## src/rtl/operand_loader.sv

```systemverilog
// Operand entry front end for the 4-bit add/subtract datapath: debounced buttons step A -> B -> RUN.
// Build option: define OPERAND_LOADER_AUTO_CLEAR_EN to zero the operands and select when leaving RUN.

module operand_loader_debounce #(
  parameter int DEBOUNCE_CYCLES = 1_000_000
) (
  input  logic clk,
  input  logic rst_n,
  input  logic btn,
  output logic press
);

  localparam int CW = (DEBOUNCE_CYCLES > 1) ? $clog2(DEBOUNCE_CYCLES) : 1;
  localparam logic [CW-1:0] CNT_LAST = CW'(DEBOUNCE_CYCLES - 1);

  logic [1:0]    sync;
  logic [CW-1:0] count;
  logic          db;
  logic          db_q;

  // Any disagreement streak shorter than DEBOUNCE_CYCLES is discarded; release obeys the same rule.
  always_ff @(posedge clk or negedge rst_n) begin
    if (!rst_n) begin
      sync  <= '0;
      count <= '0;
      db    <= 1'b0;
      db_q  <= 1'b0;
    end else begin
      sync <= {sync[0], btn};
      db_q <= db;
      if (sync[1] == db) begin
        count <= '0;
      end else if (count == CNT_LAST) begin
        db    <= sync[1];
        count <= '0;
      end else begin
        count <= count + 1'b1;
      end
    end
  end

  assign press = db & ~db_q;

endmodule

module operand_loader #(
  parameter int WIDTH           = 4,
  parameter int DEBOUNCE_CYCLES = 1_000_000
) (
  input  logic             clk,
  input  logic             rst_n,
  input  logic [WIDTH-1:0] sw,
  input  logic             sw_op,
  input  logic             btn_next,
  input  logic             btn_clr,
  output logic [WIDTH-1:0] input_a,
  output logic [WIDTH-1:0] input_b,
  output logic             select,
  output logic             enable,
  output logic [1:0]       state_led
);

  typedef enum logic [1:0] {
    S_A   = 2'b00,
    S_B   = 2'b01,
    S_RUN = 2'b10
  } state_t;

  state_t           state;
  state_t           state_nx;
  logic [WIDTH-1:0] a_nx;
  logic [WIDTH-1:0] b_nx;
  logic             sel_nx;
  logic             en_nx;
  logic             next_press;
  logic             clr_press;

  operand_loader_debounce #(.DEBOUNCE_CYCLES(DEBOUNCE_CYCLES)) u_db_next (
    .clk   (clk),
    .rst_n (rst_n),
    .btn   (btn_next),
    .press (next_press)
  );

  operand_loader_debounce #(.DEBOUNCE_CYCLES(DEBOUNCE_CYCLES)) u_db_clr (
    .clk   (clk),
    .rst_n (rst_n),
    .btn   (btn_clr),
    .press (clr_press)
  );

  always_ff @(posedge clk or negedge rst_n) begin
    if (!rst_n) begin
      state   <= S_A;
      input_a <= '0;
      input_b <= '0;
      select  <= 1'b0;
      enable  <= 1'b0;
    end else begin
      state   <= state_nx;
      input_a <= a_nx;
      input_b <= b_nx;
      select  <= sel_nx;
      enable  <= en_nx;
    end
  end

  // Operands and enable are committed on the same edge, so the datapath never sees enable with stale data.
  always_comb begin
    state_nx = state;
    a_nx     = input_a;
    b_nx     = input_b;
    sel_nx   = select;
    en_nx    = enable;
    case (state)
      S_A: begin
        if (next_press) begin
          a_nx     = sw;
          state_nx = S_B;
        end
      end
      S_B: begin
        if (next_press) begin
          b_nx     = sw;
          sel_nx   = sw_op;
          en_nx    = 1'b1;
          state_nx = S_RUN;
        end
      end
      S_RUN: begin
        if (next_press) begin
          en_nx    = 1'b0;
          state_nx = S_A;
`ifdef OPERAND_LOADER_AUTO_CLEAR_EN
          a_nx     = '0;
          b_nx     = '0;
          sel_nx   = 1'b0;
`endif
        end
      end
      default: begin
        a_nx     = '0;
        b_nx     = '0;
        sel_nx   = 1'b0;
        en_nx    = 1'b0;
        state_nx = S_A;
      end
    endcase
    // Clear overrides whatever a simultaneous next press requested.
    if (clr_press) begin
      a_nx     = '0;
      b_nx     = '0;
      sel_nx   = 1'b0;
      en_nx    = 1'b0;
      state_nx = S_A;
    end
  end

  assign state_led = state;

endmodule

```

## config.mk

```make
export PLATFORM = sky130hd
export DESIGN_NAME = operand_loader
export DESIGN_NICKNAME = d
export VERILOG_FILES = /design/src/rtl/operand_loader.sv
export SDC_FILE = /design/constraint.sdc
export NUM_CORES = 1
export LEC_CHECK = 0
export ABC_AREA = 1
export CORE_ASPECT_RATIO = 0.75
export CORE_MARGIN = 1
export CORE_UTILIZATION = 50
export CTS_CLUSTER_DIAMETER = 50
export DETAILED_ROUTE_END_ITERATION = 6
export PLACE_DENSITY = 0.69
export SLEW_MARGIN = 30
export SYNTH_ARGS = -nofsm -noshare
export SYNTH_HDL_FRONTEND = slang
export SYNTH_SLANG_ARGS = --single-unit
```

## constraint.sdc

```tcl
create_clock -name clk -period 2.59 [get_ports clk]
set_clock_uncertainty 0.05 [all_clocks]
set_input_delay 0.518 -clock clk [delete_from_list [all_inputs] [get_ports clk]]
set_output_delay 0.518 -clock clk [all_outputs]
set_load 0.05 [all_outputs]
```

## Word-level counts from Yosys, hierarchy flattened

Index checks and enable logic that the tools add are counted.

- Bits in registers: 60
- Bits in latches: 0
- Memory bits (writable): 0
- Memory bits (read-only): 0
- Output and inout port bits: 12
- Word-level logic and storage cells: 63
- Memories kept: 0

- Add/subtract/negate cells: 2
- $mul: 0
- Div/mod/pow operators: 0
- Magnitude comparators: 0
- Eq/ne operators: 12
- Shifts and indexed selects: 0
- Muxes and demuxes: 21
- Bitwise operators: 6
- Reductions and logical operators: 9

Operators with widths:

| operator | number |
|---|---|
| 20-bit two-way mux | 4 |
| 20-bit by 1-bit adder with 20-bit output, second input constant | 2 |
| 20-bit equality test, second input constant | 2 |
| 4-bit one-hot mux with 2 select lines | 2 |
| 4-bit two-way mux | 3 |
| 3-bit != test, second input constant | 3 |
| 2-bit two-way mux | 4 |
| 2-bit AND reduction | 4 |
| 2-bit one-hot mux with 3 select lines | 1 |
| 3-bit AND reduction | 2 |
| 1-bit two-way mux | 5 |
| 2-bit by 1-bit != test with 1-bit output, second input constant | 2 |
| 1-bit inverter | 4 |
| 2-bit OR reduction | 2 |
| 1-bit one-hot mux with 3 select lines | 1 |
| 1-bit AND | 2 |
| 1-bit equality test | 2 |
| 2-bit by 1-bit equality test with 1-bit output, second input constant | 1 |
| 2-bit equality test, second input constant | 1 |
| 2-bit zero test | 1 |
| 2-bit != test, second input constant | 1 |
| 1-bit one-hot mux with 2 select lines | 1 |

## Logic depth before layout (Yosys ltp)

- Depth after elaboration: 5
- Depth in mapped cells: 9
- Depth with buffers taken out: 9

## Hierarchy

Synthesis repeated with hierarchy kept, for this count alone.

- Cells, all modules: 410
- Area total of the unflattened synthesis: 3289.4 µm²

By module, submodules not included:

| module | times used | cells an instance | area each (µm²) |
|---|---|---|---|
| operand_loader_debounce | 2 | 163 | 1293.7 |
| operand_loader | 1 | 84 | 701.9 |

## Worst setup path after synthesis

Ideal clock, no wire load.

- Path type: reg2reg
- Start point: register state[0], in the netlist state_led[0]
- End point: register input_b[0]
- Library setup time: 127 ps
- Arrival: 1494 ps
- Slack: 919 ps
- Stages on the path, launching flop included: 7
- Path buffers: 0
- Clock period less this slack: 1671 ps
- Path through: dfrtp_1 > inv_1 > ha_1 > o21ai_0 > nand2_2 > nand2_1 > o21ai_0

- Longest elaborated chain between the ends: 4
- Elaborated cells between the ends (all ways): 9
- Those cells by class: 4 x eq/ne; 2 x mux; 3 x reduce/logical

Ends and longest elaborated chain:

| element | RTL line | source |
|---|---|---|
| start: declaration | 69 | `state_t state;` |
| start signal: assignment | 100 | `state <= state_nx;` |
| 2-bit equality test or 2-bit zero test (tied branches) | 115 | `case (state)` |
| 2-bit OR reduction (no line) | n/a |  |
| 4-bit one-hot mux with 2 select lines or 2-bit by 1-bit != test with 1-bit output (tied branches) | n/a |  |
| 4-bit two-way mux or 2-bit AND reduction (tied branches) | n/a |  |
| end signal: assignment | 102 | `input_b <= b_nx;` |
| end: declaration | 57 | `output logic [WIDTH-1:0] input_b,` |

Several ways; a longest one is shown, not always the timed one.
A chain may end at the register's enable or synchronous reset.

## Worst setup path in the final report

- Start point: register state[0], in the netlist state_led[0]
- End point: output state_led[0]

RTL lines:

| element | RTL line | source |
|---|---|---|
| end: declaration | 60 | `output logic [1:0] state_led` |

No word-level cell between the ends.

==> flow_summary.ini <==
[finish]
final_common_cell = nand2_1
drive_gt1_share_pct = 9.11
post-route-util_pct = 61.5
nFillCells = 533
final_cell_mix = 92 x nand2_1, 88 x nor2_1, 60 x dfrtp_1
layout.nets = 451
synthToLayoutAreaGrowth_pct = 16.2
n_antenna_cell = 0

[setup_path]
endpoint_kind = output port
worstPathRequired_ns = 2.02
reg2reg_slack_ns = 0.94
cp-start-kind = flip-flop
crit_buf_inv = 1
critPathMaxFanout = 4
worstPathArrival_ns = 1.53
r2r-start = u_db_clr.count[0]$_DFF_PN0_
critPathKind = reg2out
rr_worst_depth = 6
timing.rr.end = u_db_clr.count[9]$_DFF_PN0_
critPathSlowestCell = clkdlybuf4s50_1
slowest_delay_ns = 0.82
worstPathCellList = clkdlybuf4s50_1
crit_family = buffers and inverters

[yosys]
synth_edf_count = 0
synth_mux_area_share_pct = 0
synth_adder_area_share_pct = 2.80
synth_top_family_by_area = simple AND/OR/NAND/NOR gates
synth_compound_area_share_pct = 4.83
async_reset_ff_share_pct = 100
syn_inst = 403
synthDistinctLibCells = 23
synth-xor-area-share_pct = 6.11
syn_avg_cell_area_um2 = 7.77
yosys_register_bits = 60
syn_nets = 419
synth_seq_area_share_pct = 47.9
synth_top_flop_cell = dfrtp_1
synth-simple-area-share_pct = 33.2
synth-warning-count = 0
syn_area_um2 = 3130

[detailed_routing]
postRouteAntennaNets = 0
dr.pass1.iters = 4
drt_iter0_drc = 256
wl_per_cell_um = 12.7
drc = 0
vias = 2606
via_per_inst = 5.04
drt_wl_total_um = 6560

[global_routing]
grt_pass1_vias = 2371
grtUsageTotal_pct = 23.0
antenna_found_initial = 0
grt_max_degree = 37
overflow = 0
met2_usage_pct = 29.7
grtUsageMet1_pct = 36.1
use_met3_pct = 6.99
grt.busiest_layer = met1
grt_pass1_wl_um = 11400

[clocking]
postCtsResizedCells = 0
cts-htree-levels = 3
cts_buffers = 9
post_cts_buffers = 0
clock-root-buffer = clkbuf_8
clk_pin_slew_ns = 0.07
postCtsHoldBufs = 0
clock_sinks = 60
cts_tree = yes
clk_latency_ns = 0.33
cts.path.max_buffers = 2

[power_and_ir_drop]
vdd_ir_drop_max_v = 0.000278
power_density_nw_per_um2 = 505
power_leakage_nw = 1.64

[place]
gp_congestion = 0.983
hpwlAfterDp_um = 4920
io_buffer_count = 20

[die]
dieHeight_um = 70.5
io_pins = 21
rows = 24
die_area_um2 = 6590
initial_core_util_pct = 52.9
core_um2 = 5920
die_w_um = 93.4

[min_path]
hold_class = in2async

[sta]
final-setup-viol-count = 0
fin_setup_tns_ns = 0
finalHoldViolCount = 0
maxSlewHeadroom_pct = 60.9
rsz0062_at_grt = false
fin_crit_sh_pct = 81.1
max_freq_mhz = 476
worst_pin_slew_ns = 0.586
period_minus_slack_ns = 2.10
final_max_slew_viol_count = 0

[outcome]
status = finished, final reports clean

[job]
drv_cap = 0
==> state kept, by name, indices dropped and copies added, names as in the netlist, 2 cells and up <==
| register | count |
|---|---|
| u_db_next.count | 20 |
| u_db_clr.count | 20 |
| input_b | 4 |
| state_led | 2 |
| u_db_clr.sync | 2 |
| input_a | 4 |
| u_db_next.sync | 2 |
==> how the worst max path moves through the flow <==
stage	slack (ns)	from	to	depth (start not counted)
4_1_cts	0.46	state_led[0]$_DFFE_PN0P_	state_led[0]	1
3_3_place_gp	0.85	state_led[0]$_DFFE_PN0P_	state_led[0]	1
2_1_floorplan	0.92	state_led[0]$_DFFE_PN0P_	input_b[0]$_DFFE_PN0P_	6
6_report	0.49	state_led[0]$_DFFE_PN0P_	state_led[0]	1
5_1_grt	0.44	state_led[0]$_DFFE_PN0P_	state_led[0]	1
3_5_place_dp	0.83	state_led[0]$_DFFE_PN0P_	state_led[0]	1
==> where the power goes <==
| part | leakage (nW) | switching [mW] | internal (mW) |
|---|---|---|---|
| sequential | 0.777 | 0.00811 | 0.948 |
| clock | 0.0979 | 0.354 | 0.459 |
| combinational | 0.765 | 0.0428 | 0.0256 |
| total | 1.64 | 0.405 | 1.43 |
==> final cells by class <==
type / instances / area, um2 / area share [%]
clock inverters: 5 / 52.6 / 1.44
multi-input cells: 300 / 1470 / 40.4
inverters: 42 / 158 / 4.33
repair buffers: 22 / 223 / 6.12
flip-flops and latches: 60 / 1500 / 41.3
clock buffers: 10 / 138 / 3.78
well taps: 78 / 97.6 / 2.68
==> cells in the mapped netlist (5+ instances only) <==
master,n,area share (%)
nand3_1,28,4.5
nor3_1,6,0.96
nor2_2,9,1.8
inv_1,39,4.7
ha_1,7,2.8
nand2_2,5,1.0
nor2_1,88,11
o21ai_0,21,3.4
dfrtp_1,60,48
xor2_1,11,3.1
a21oi_1,5,0.80
xnor2_1,9,2.5
nand2_1,92,11
nand4_1,10,2.0
==> cells by family (layout without fill, tap and decap cells) <==
group                      after synthesis  count (layout)
DFF                                     60              60
and+or+nand+nor                        243             243
buffers and inverters                   43              79
xor gates and xnor gates                21              21
adders and majority gates                7               7
AOI/OAI and AO/OA                       29              29
==> through the flow <==
step | total power [mW] | hold slack, ns | area (um2) | instances | setup WS (ns)
floorplan | 0.999 | 0.172 | 3130 | 403 | 0.919
global placement | 1.04 | 0.287 | 3450 | 502 | 0.852
detailed placement | 1.04 | 0.312 | 3450 | 502 | 0.834
CTS | 1.86 | 0.135 | 3640 | 517 | 0.460
global route | 1.91 | 0.176 | 3640 | 517 | 0.441
finish | 1.84 | 0.132 | 3640 | 517 | 0.489
==> per-layer routing <==
metal,vias to the layer above,part of all wire [%]
li1,1336,-
met1,1189,51
met2,76,40
met3,5,7.7
met4,0,1.1
met5,-,0
No activity file was read; power rests on OpenSTA's default activity.
